[config.mk]
export PLATFORM = sky130hd
export DESIGN_NAME = ex_stage
export DESIGN_NICKNAME = d
export VERILOG_FILES = /design/src/rtl/ex_stage.sv
export SDC_FILE = /design/constraint.sdc
export NUM_CORES = 1
export LEC_CHECK = 0
export ABC_AREA = 1
export CAP_MARGIN = 20
export CORE_MARGIN = 2
export CORE_UTILIZATION = 48
export DETAILED_ROUTE_END_ITERATION = 16
export PLACE_DENSITY_LB_ADDON = 0.1
export SYNTH_ARGS = -nofsm -noshare
export SYNTH_HDL_FRONTEND = slang
export SYNTH_SLANG_ARGS = --single-unit
[constraint.sdc]
create_clock -name clk -period 10 [get_ports clk]
set_input_delay 1 -clock clk [delete_from_list [all_inputs] [get_ports clk]]
set_output_delay 1 -clock clk [all_outputs]
set_load 0.05 [all_outputs]
[src/rtl/ex_stage.sv]
// Execute stage: ID/EX register, 32-bit ALU, EX/MEM register with stall/flush handling.
// Define EX_FORWARD_EN to forward EX/MEM and WB results into the ALU operands.
module ex_stage #(
    parameter int WIDTH = 32
) (
    input  logic             clk,
    input  logic             reset,
    input  logic             id_valid,
    input  logic [2:0]       id_ALUControl,
    input  logic             id_ALUSrc,
    input  logic [WIDTH-1:0] id_rd1,
    input  logic [WIDTH-1:0] id_rd2,
    input  logic [WIDTH-1:0] id_imm,
    input  logic [4:0]       id_rs1,
    input  logic [4:0]       id_rs2,
    input  logic [4:0]       id_rd,
    input  logic             id_RegWrite,
    input  logic             id_MemWrite,
    input  logic [1:0]       id_ResultSrc,
    input  logic             stall_e,
    input  logic             flush_e,
    input  logic             wb_RegWrite,
    input  logic [4:0]       wb_rd,
    input  logic [WIDTH-1:0] wb_Result,
    output logic             ex_zero,
    output logic             mem_valid,
    output logic [WIDTH-1:0] mem_ALUResult,
    output logic [WIDTH-1:0] mem_WriteData,
    output logic [4:0]       mem_rd,
    output logic             mem_RegWrite,
    output logic             mem_MemWrite,
    output logic [1:0]       mem_ResultSrc
);

    logic             e_valid;
    logic [2:0]       e_alu_control;
    logic             e_alu_src;
    logic [WIDTH-1:0] e_rd1;
    logic [WIDTH-1:0] e_rd2;
    logic [WIDTH-1:0] e_imm;
    logic [4:0]       e_rs1;
    logic [4:0]       e_rs2;
    logic [4:0]       e_rd;
    logic             e_reg_write;
    logic             e_mem_write;
    logic [1:0]       e_result_src;

    logic [WIDTH-1:0] src_a;
    logic [WIDTH-1:0] write_data;
    logic [WIDTH-1:0] src_b;
    logic [WIDTH-1:0] alu_result;

`ifdef EX_FORWARD_EN
    // EX/MEM is the younger producer, so it takes priority over WB.
    always_comb begin
        src_a = e_rd1;
        if (mem_valid && mem_RegWrite && (mem_rd == e_rs1) && (e_rs1 != 5'd0))
            src_a = mem_ALUResult;
        else if (wb_RegWrite && (wb_rd == e_rs1) && (e_rs1 != 5'd0))
            src_a = wb_Result;
    end

    always_comb begin
        write_data = e_rd2;
        if (mem_valid && mem_RegWrite && (mem_rd == e_rs2) && (e_rs2 != 5'd0))
            write_data = mem_ALUResult;
        else if (wb_RegWrite && (wb_rd == e_rs2) && (e_rs2 != 5'd0))
            write_data = wb_Result;
    end
`else
    logic unused_fwd;
    assign unused_fwd = ^{wb_RegWrite, wb_rd, wb_Result, e_rs1, e_rs2};
    assign src_a      = e_rd1;
    assign write_data = e_rd2;
`endif

    assign src_b = e_alu_src ? e_imm : write_data;

    always_comb begin
        alu_result = '0;
        case (e_alu_control)
            3'b000:  alu_result = src_a + src_b;
            3'b001:  alu_result = src_a - src_b;
            3'b010:  alu_result = src_a & src_b;
            3'b011:  alu_result = src_a | src_b;
            3'b100:  alu_result = {{(WIDTH-1){1'b0}}, ($signed(src_a) < $signed(src_b))};
            default: alu_result = '0;
        endcase
    end

    assign ex_zero = e_valid && (alu_result == '0);

    // Stall reloads the operands with their forwarded values so a producer
    // leaving EX/MEM or WB during the stall is not lost.
    always_ff @(posedge clk) begin
        if (reset || flush_e) begin
            e_valid       <= 1'b0;
            e_alu_control <= '0;
            e_alu_src     <= 1'b0;
            e_rd1         <= '0;
            e_rd2         <= '0;
            e_imm         <= '0;
            e_rs1         <= '0;
            e_rs2         <= '0;
            e_rd          <= '0;
            e_reg_write   <= 1'b0;
            e_mem_write   <= 1'b0;
            e_result_src  <= '0;
        end else if (stall_e) begin
            e_rd1 <= src_a;
            e_rd2 <= write_data;
        end else begin
            e_valid       <= id_valid;
            e_alu_control <= id_ALUControl;
            e_alu_src     <= id_ALUSrc;
            e_rd1         <= id_rd1;
            e_rd2         <= id_rd2;
            e_imm         <= id_imm;
            e_rs1         <= id_rs1;
            e_rs2         <= id_rs2;
            e_rd          <= id_rd;
            e_reg_write   <= id_RegWrite;
            e_mem_write   <= id_MemWrite;
            e_result_src  <= id_ResultSrc;
        end
    end

    always_ff @(posedge clk) begin
        if (reset) begin
            mem_valid     <= 1'b0;
            mem_ALUResult <= '0;
            mem_WriteData <= '0;
            mem_rd        <= '0;
            mem_RegWrite  <= 1'b0;
            mem_MemWrite  <= 1'b0;
            mem_ResultSrc <= '0;
        end else if (stall_e || !e_valid) begin
            mem_valid    <= 1'b0;
            mem_RegWrite <= 1'b0;
            mem_MemWrite <= 1'b0;
        end else begin
            mem_valid     <= 1'b1;
            mem_ALUResult <= alu_result;
            mem_WriteData <= write_data;
            mem_rd        <= e_rd;
            mem_RegWrite  <= e_reg_write;
            mem_MemWrite  <= e_mem_write;
            mem_ResultSrc <= e_result_src;
        end
    end

endmodule

==> results.md <==
- The run finished with clean final reports.
- The post-synthesis cell type with the largest combined area is sky130_fd_sc_hd__dfxtp_1.
- The die outline height is 170 um.
- The setup fix buffers added after clock tree synthesis is 0.
- The post-detailed-route DRC marker count is 0.
- No sink is reached through more buffers than the 2 on the longest clock path.
- The number of nets handed over by synthesis was about 2400.
- The hold path startpoint is e_mem_write.
- The shortest clock period the worst path allows after layout is 6.55 ns.
- STA classifies the critical path startpoint as a flip-flop.
- Setup repair after global routing left no endpoint under its margin.
- The startpoint of the most critical setup path is e_alu_src.
- The completed layout was analyzed and its total power is between 1500 and 2000 uW.
- Of the total power, the clock network draws approximately a third.
- Across the VDD grid, the largest voltage drop is between 100 and 150 uV.
- The cell count after synthesis came out at 2170.
- Relative to the synthesized area, the layout overhead comes to 19.5%.
- Timing would allow up to ~0.15 GHz.
- The clock net in this run drives a total of ~180 sinks.
- After global routing the overflow that remains totals 0.
- In this run the core area contains 60 standard-cell rows.
- The portion of the clock cycle consumed by the worst path in the final layout is between 60% and 70%.
- The leakage dissipation is approximately 0.0076 uW.
- The floorplan step set the die width to ~170 um.
- The H-tree depth is 4.
- The worst path required time is 9.00 ns.
- For this design the total switching power over the nets is just over 700 uW.
- The hold violation count in the final report was 0.
- For this configuration, the core starts out at a cell density of between 40 and 50%.
- The startpoint of the worst register-to-register path is e_alu_src.
- The endpoint identified for the worst register-to-register timing path is mem_ALUResult[30].
- The total iterations of the first detailed-routing run is 6.
- Fill cells in the final layout number 2694.
- The combinational share of power is between 20% and 30%.
- The internal portion of total power is between 1000 and 1500 uW.
- The sequential fraction of the synthesis area is 27.9%.
- The total number of vias is roughly 14000.
- Sequential cells burn 38.7% of the power.
- In this run the biggest area consumer among cell types represents 27.9% of the synthesized area.
- The CTS tree is built.
- The setup check on the worst reg-to-reg path leaves a slack of 5.83 ns.
- Net switching is between 30% and 40% of the power.
- Headroom to the max-slew limit came out at 28.6%.
- STA classifies the critical path endpoint as an output pin.
- The hold-fix buffer count after cts is 0.
- The count of instances resized after the clock tree is built is 0.
- The average size of a mapped cell is approximately 6 um^2.
- The initial antenna violation count is 0.
- The proportion of layout cells with a drive suffix above 1 is about 3.5%.
- The classification of the worst setup path is flip-flop to output pin.
- The ratio of total power to cell area is 127 nW/um^2.
- The post-synth design cell area is 13200 um^2.
- The number of global-route vias before repair is around 13000.
- The number of distinct library cell variants in the gate-level netlist after synthesis is 37.
- The routability congestion estimate from global placement is between 0.9 and 1.
- The buffer cell driving the clock tree root is sky130_fd_sc_hd__clkbuf_16.
- Sorting the synthesized cells by how often they occur yields 554 x sky130_fd_sc_hd__nand2_1, 353 x sky130_fd_sc_hd__inv_1, 339 x sky130_fd_sc_hd__nor2_1, 184 x sky130_fd_sc_hd__dfxtp_1, 134 x sky130_fd_sc_hd__nand3_1.
- The number of buffers created by CTS is 17.
- The wire length after detailed routing is roughly 46000 um.
- The worst hold path was traced through 2 stages.
- For this run, the number of Yosys warnings is 0.
- The post-detailed-route wirelength per cell is roughly 18 um.
- For this run, the post-layout net count is around 2600.
- Across the run, the number of max-cap violations was 0.
- Yosys instantiated no cell more often than sky130_fd_sc_hd__nand2_1.
- For this design the top-level I/O count stands at approximately 240.
- The count of nets left with antenna violations once routing finished came out at 0.
- Across the whole layout, storage elements account for 3680 um^2.
- Data arrives at the worst endpoint at between 5 and 6 ns.
- The floorplan die area is ~29000 um^2.
- After routing, the total negative slack on setup checks comes to 0 ns.
- The number of DRC violations after detailed-routing iteration 0 is ~1400.
- For the final database, setup skew stands at 0.0166 ns.
- In this run the worst path has a maximum fanout of 36.
- The clock reaches the later pin of the worst-skew pair after approximately 0.44 ns.
- The fraction of registers with async set/reset is 0%.
- The total half-perimeter wirelength after legalization and detailed placement is about 36000 um.
- The total count of max-transition violations in the final report is 0.
- The worst min-delay path category is flip-flop to flip-flop.
- Yosys attributes the largest share of cell area to sky130_fd_sc_hd__dfxtp_1 28%, sky130_fd_sc_hd__nand2_1 16%, sky130_fd_sc_hd__ha_1 10%.
- The length in cells of the worst reg-to-reg path is 14.
- At the pin with the least slew margin, the transition time is about 1.1 ns.
- The most common flop cell mapped by yosys is sky130_fd_sc_hd__dfxtp_1.
- The path with the worst hold slack has its endpoint at mem_MemWrite.
- Counting flops and latches in the post-synthesis netlist gives between 150 and 200.
- The count of endpoints failing setup in the final report is 0.
- The maximum number of pins on one net before global-route repair is between 90 and 100.
- The first global-routing pass estimated 71000 um of wire.
- Dividing the detail-routed via count by the number of cells gives ~5.3.
- After clock tree synthesis, the clock-pin slew on the worst setup and hold paths is 0.07 ns.
- The number of antenna diodes in the final layout is 0.
- The number of enable flip-flop cells after synthesis is 0.
- The standard cell core area is ~27000 um^2.
- The number of buffers inserted by port buffering is ~190.
- The area of combinational cells with multiple inputs is between 7000 and 8000 um^2.
- The overall track demand over capacity in global routing is 32.1%.
==> registers in the layout (all words and copies together), names as in the netlist, 2 cells and up <==
| name | flops |
|---|---|
| e_alu_control | 3 |
| e_imm | 32 |
| e_rd | 5 |
| e_rd1 | 32 |
| e_rd2 | 32 |
| e_result_src | 2 |
| mem_ALUResult | 32 |
| mem_ResultSrc | 2 |
| mem_WriteData | 32 |
| mem_rd | 5 |
==> power groups by stage <==
| stage | sequential, uW | clock (uW) | combinational, uW |
|---|---|---|---|
| floorplan | 809 | 0 | 318 |
| CTS | 772 | 700 | 522 |
| detailed placement | 789 | 0 | 520 |
| global route | 775 | 732 | 586 |
| finish | 773 | 692 | 532 |
| global placement | 788 | 0 | 514 |
==> stage by stage <==
| stage | instance area [um^2] | setup slack (ns) | hold slack, ns | cells | utilization [%] |
|---|---|---|---|---|---|
| floorplan | 13200 | 5.58 | 0.425 | 2170 | - |
| global placement | 15200 | 4.13 | 0.440 | 2612 | 56.3 |
| detailed placement | 15200 | 4.04 | 0.442 | 2612 | 56.3 |
| CTS | 15800 | 3.58 | 0.450 | 2644 | 58.5 |
| global route | 15800 | 3.28 | 0.477 | 2644 | 58.5 |
| finish | 15800 | 3.45 | 0.450 | 2644 | 58.5 |
==> routing by layer <==
layer  vias to the layer above  share of wire (%)  track usage [%]
met4                         0                2.2             8.44
met5                         -                  0                0
li1                       7013                  -                -
met1                      6462                 45             44.1
met2                       491                 43             50.9
met3                        56                9.3             7.35
==> cells in the final DEF (no fill, tap or decap), types with 3 or more instances in the layout <==
cell type                         Yosys  final
sky130_fd_sc_hd__buf_4                8     10
sky130_fd_sc_hd__a21oi_2              7      7
sky130_fd_sc_hd__nand3_1            134    133
sky130_fd_sc_hd__a211oi_1            68     68
sky130_fd_sc_hd__nand2_1            554    553
sky130_fd_sc_hd__nand2_2              7      8
sky130_fd_sc_hd__clkinv_8             0      3
sky130_fd_sc_hd__dfxtp_1            184    183
sky130_fd_sc_hd__inv_6                0      3
sky130_fd_sc_hd__o21bai_1             8      8
sky130_fd_sc_hd__nor2_1             339    339
sky130_fd_sc_hd__nor3_1              16     16
sky130_fd_sc_hd__o22ai_1             21     21
sky130_fd_sc_hd__clkinvlp_4           0      3
sky130_fd_sc_hd__clkbuf_16            0     17
sky130_fd_sc_hd__ha_1               106    106
sky130_fd_sc_hd__nand3_2              3      4
sky130_fd_sc_hd__o211ai_1            11     11
sky130_fd_sc_hd__nand4_1             11     11
sky130_fd_sc_hd__o21ai_0            116    116
sky130_fd_sc_hd__inv_2                6      7
sky130_fd_sc_hd__clkdlybuf4s50_1      0    187
sky130_fd_sc_hd__inv_1              353    353
sky130_fd_sc_hd__nor2_2               6      6
sky130_fd_sc_hd__nand3b_1             9      9
sky130_fd_sc_hd__a21oi_1             97     97
==> logic make-up (layout without fill, tap and decap cells) <==
kind of cell / Yosys count / in the layout / synth area share, %
buf+inv: 458 / 591 / 13.5
compound gates: 334 / 334 / 14.8
fa+ha+maj: 108 / 108 / 10.4
flops: 184 / 184 / 27.9
simple gates: 1086 / 1086 / 33.4
==> layout make-up <==
type / count / share of cell area [%]
clock buffer: 19 / 2.81
multi-input combinational: 1528 / 49.1
clock inverter: 13 / 1.01
tap: 341 / 2.71
timing repair buffer: 198 / 12.4
sequential: 184 / 23.4
inverter: 361 / 8.59
==> how the worst max path moves through the flow <==
stage,endpoint,slack (ns),depth (start not counted)
detailed placement,ex_zero,4.04,16
finish,ex_zero,3.45,16
global route,ex_zero,3.28,16
global placement,ex_zero,4.13,16
CTS,ex_zero,3.58,16
floorplan,ex_zero,5.58,24
==> critical path, cell delays in order (launching register included) <==
cell and delay, ns:
sky130_fd_sc_hd__dfxtp_2 0.64, sky130_fd_sc_hd__buf_4 0.42, sky130_fd_sc_hd__o21ai_0 0.38, sky130_fd_sc_hd__ha_1 0.69
sky130_fd_sc_hd__inv_1 0.20, sky130_fd_sc_hd__o21ai_0 0.51, sky130_fd_sc_hd__o21ai_0 0.17, sky130_fd_sc_hd__nand2_1 0.10
sky130_fd_sc_hd__a21oi_1 0.06, sky130_fd_sc_hd__a21oi_1 0.15, sky130_fd_sc_hd__nor2_1 0.09, sky130_fd_sc_hd__nor2_1 0.38
sky130_fd_sc_hd__nand2_1 0.10, sky130_fd_sc_hd__nor2_1 0.11, sky130_fd_sc_hd__nand2_1 0.09, sky130_fd_sc_hd__nor2_1 0.16
sky130_fd_sc_hd__clkdlybuf4s50_1 0.83
(Power assumes the default switching activity.)
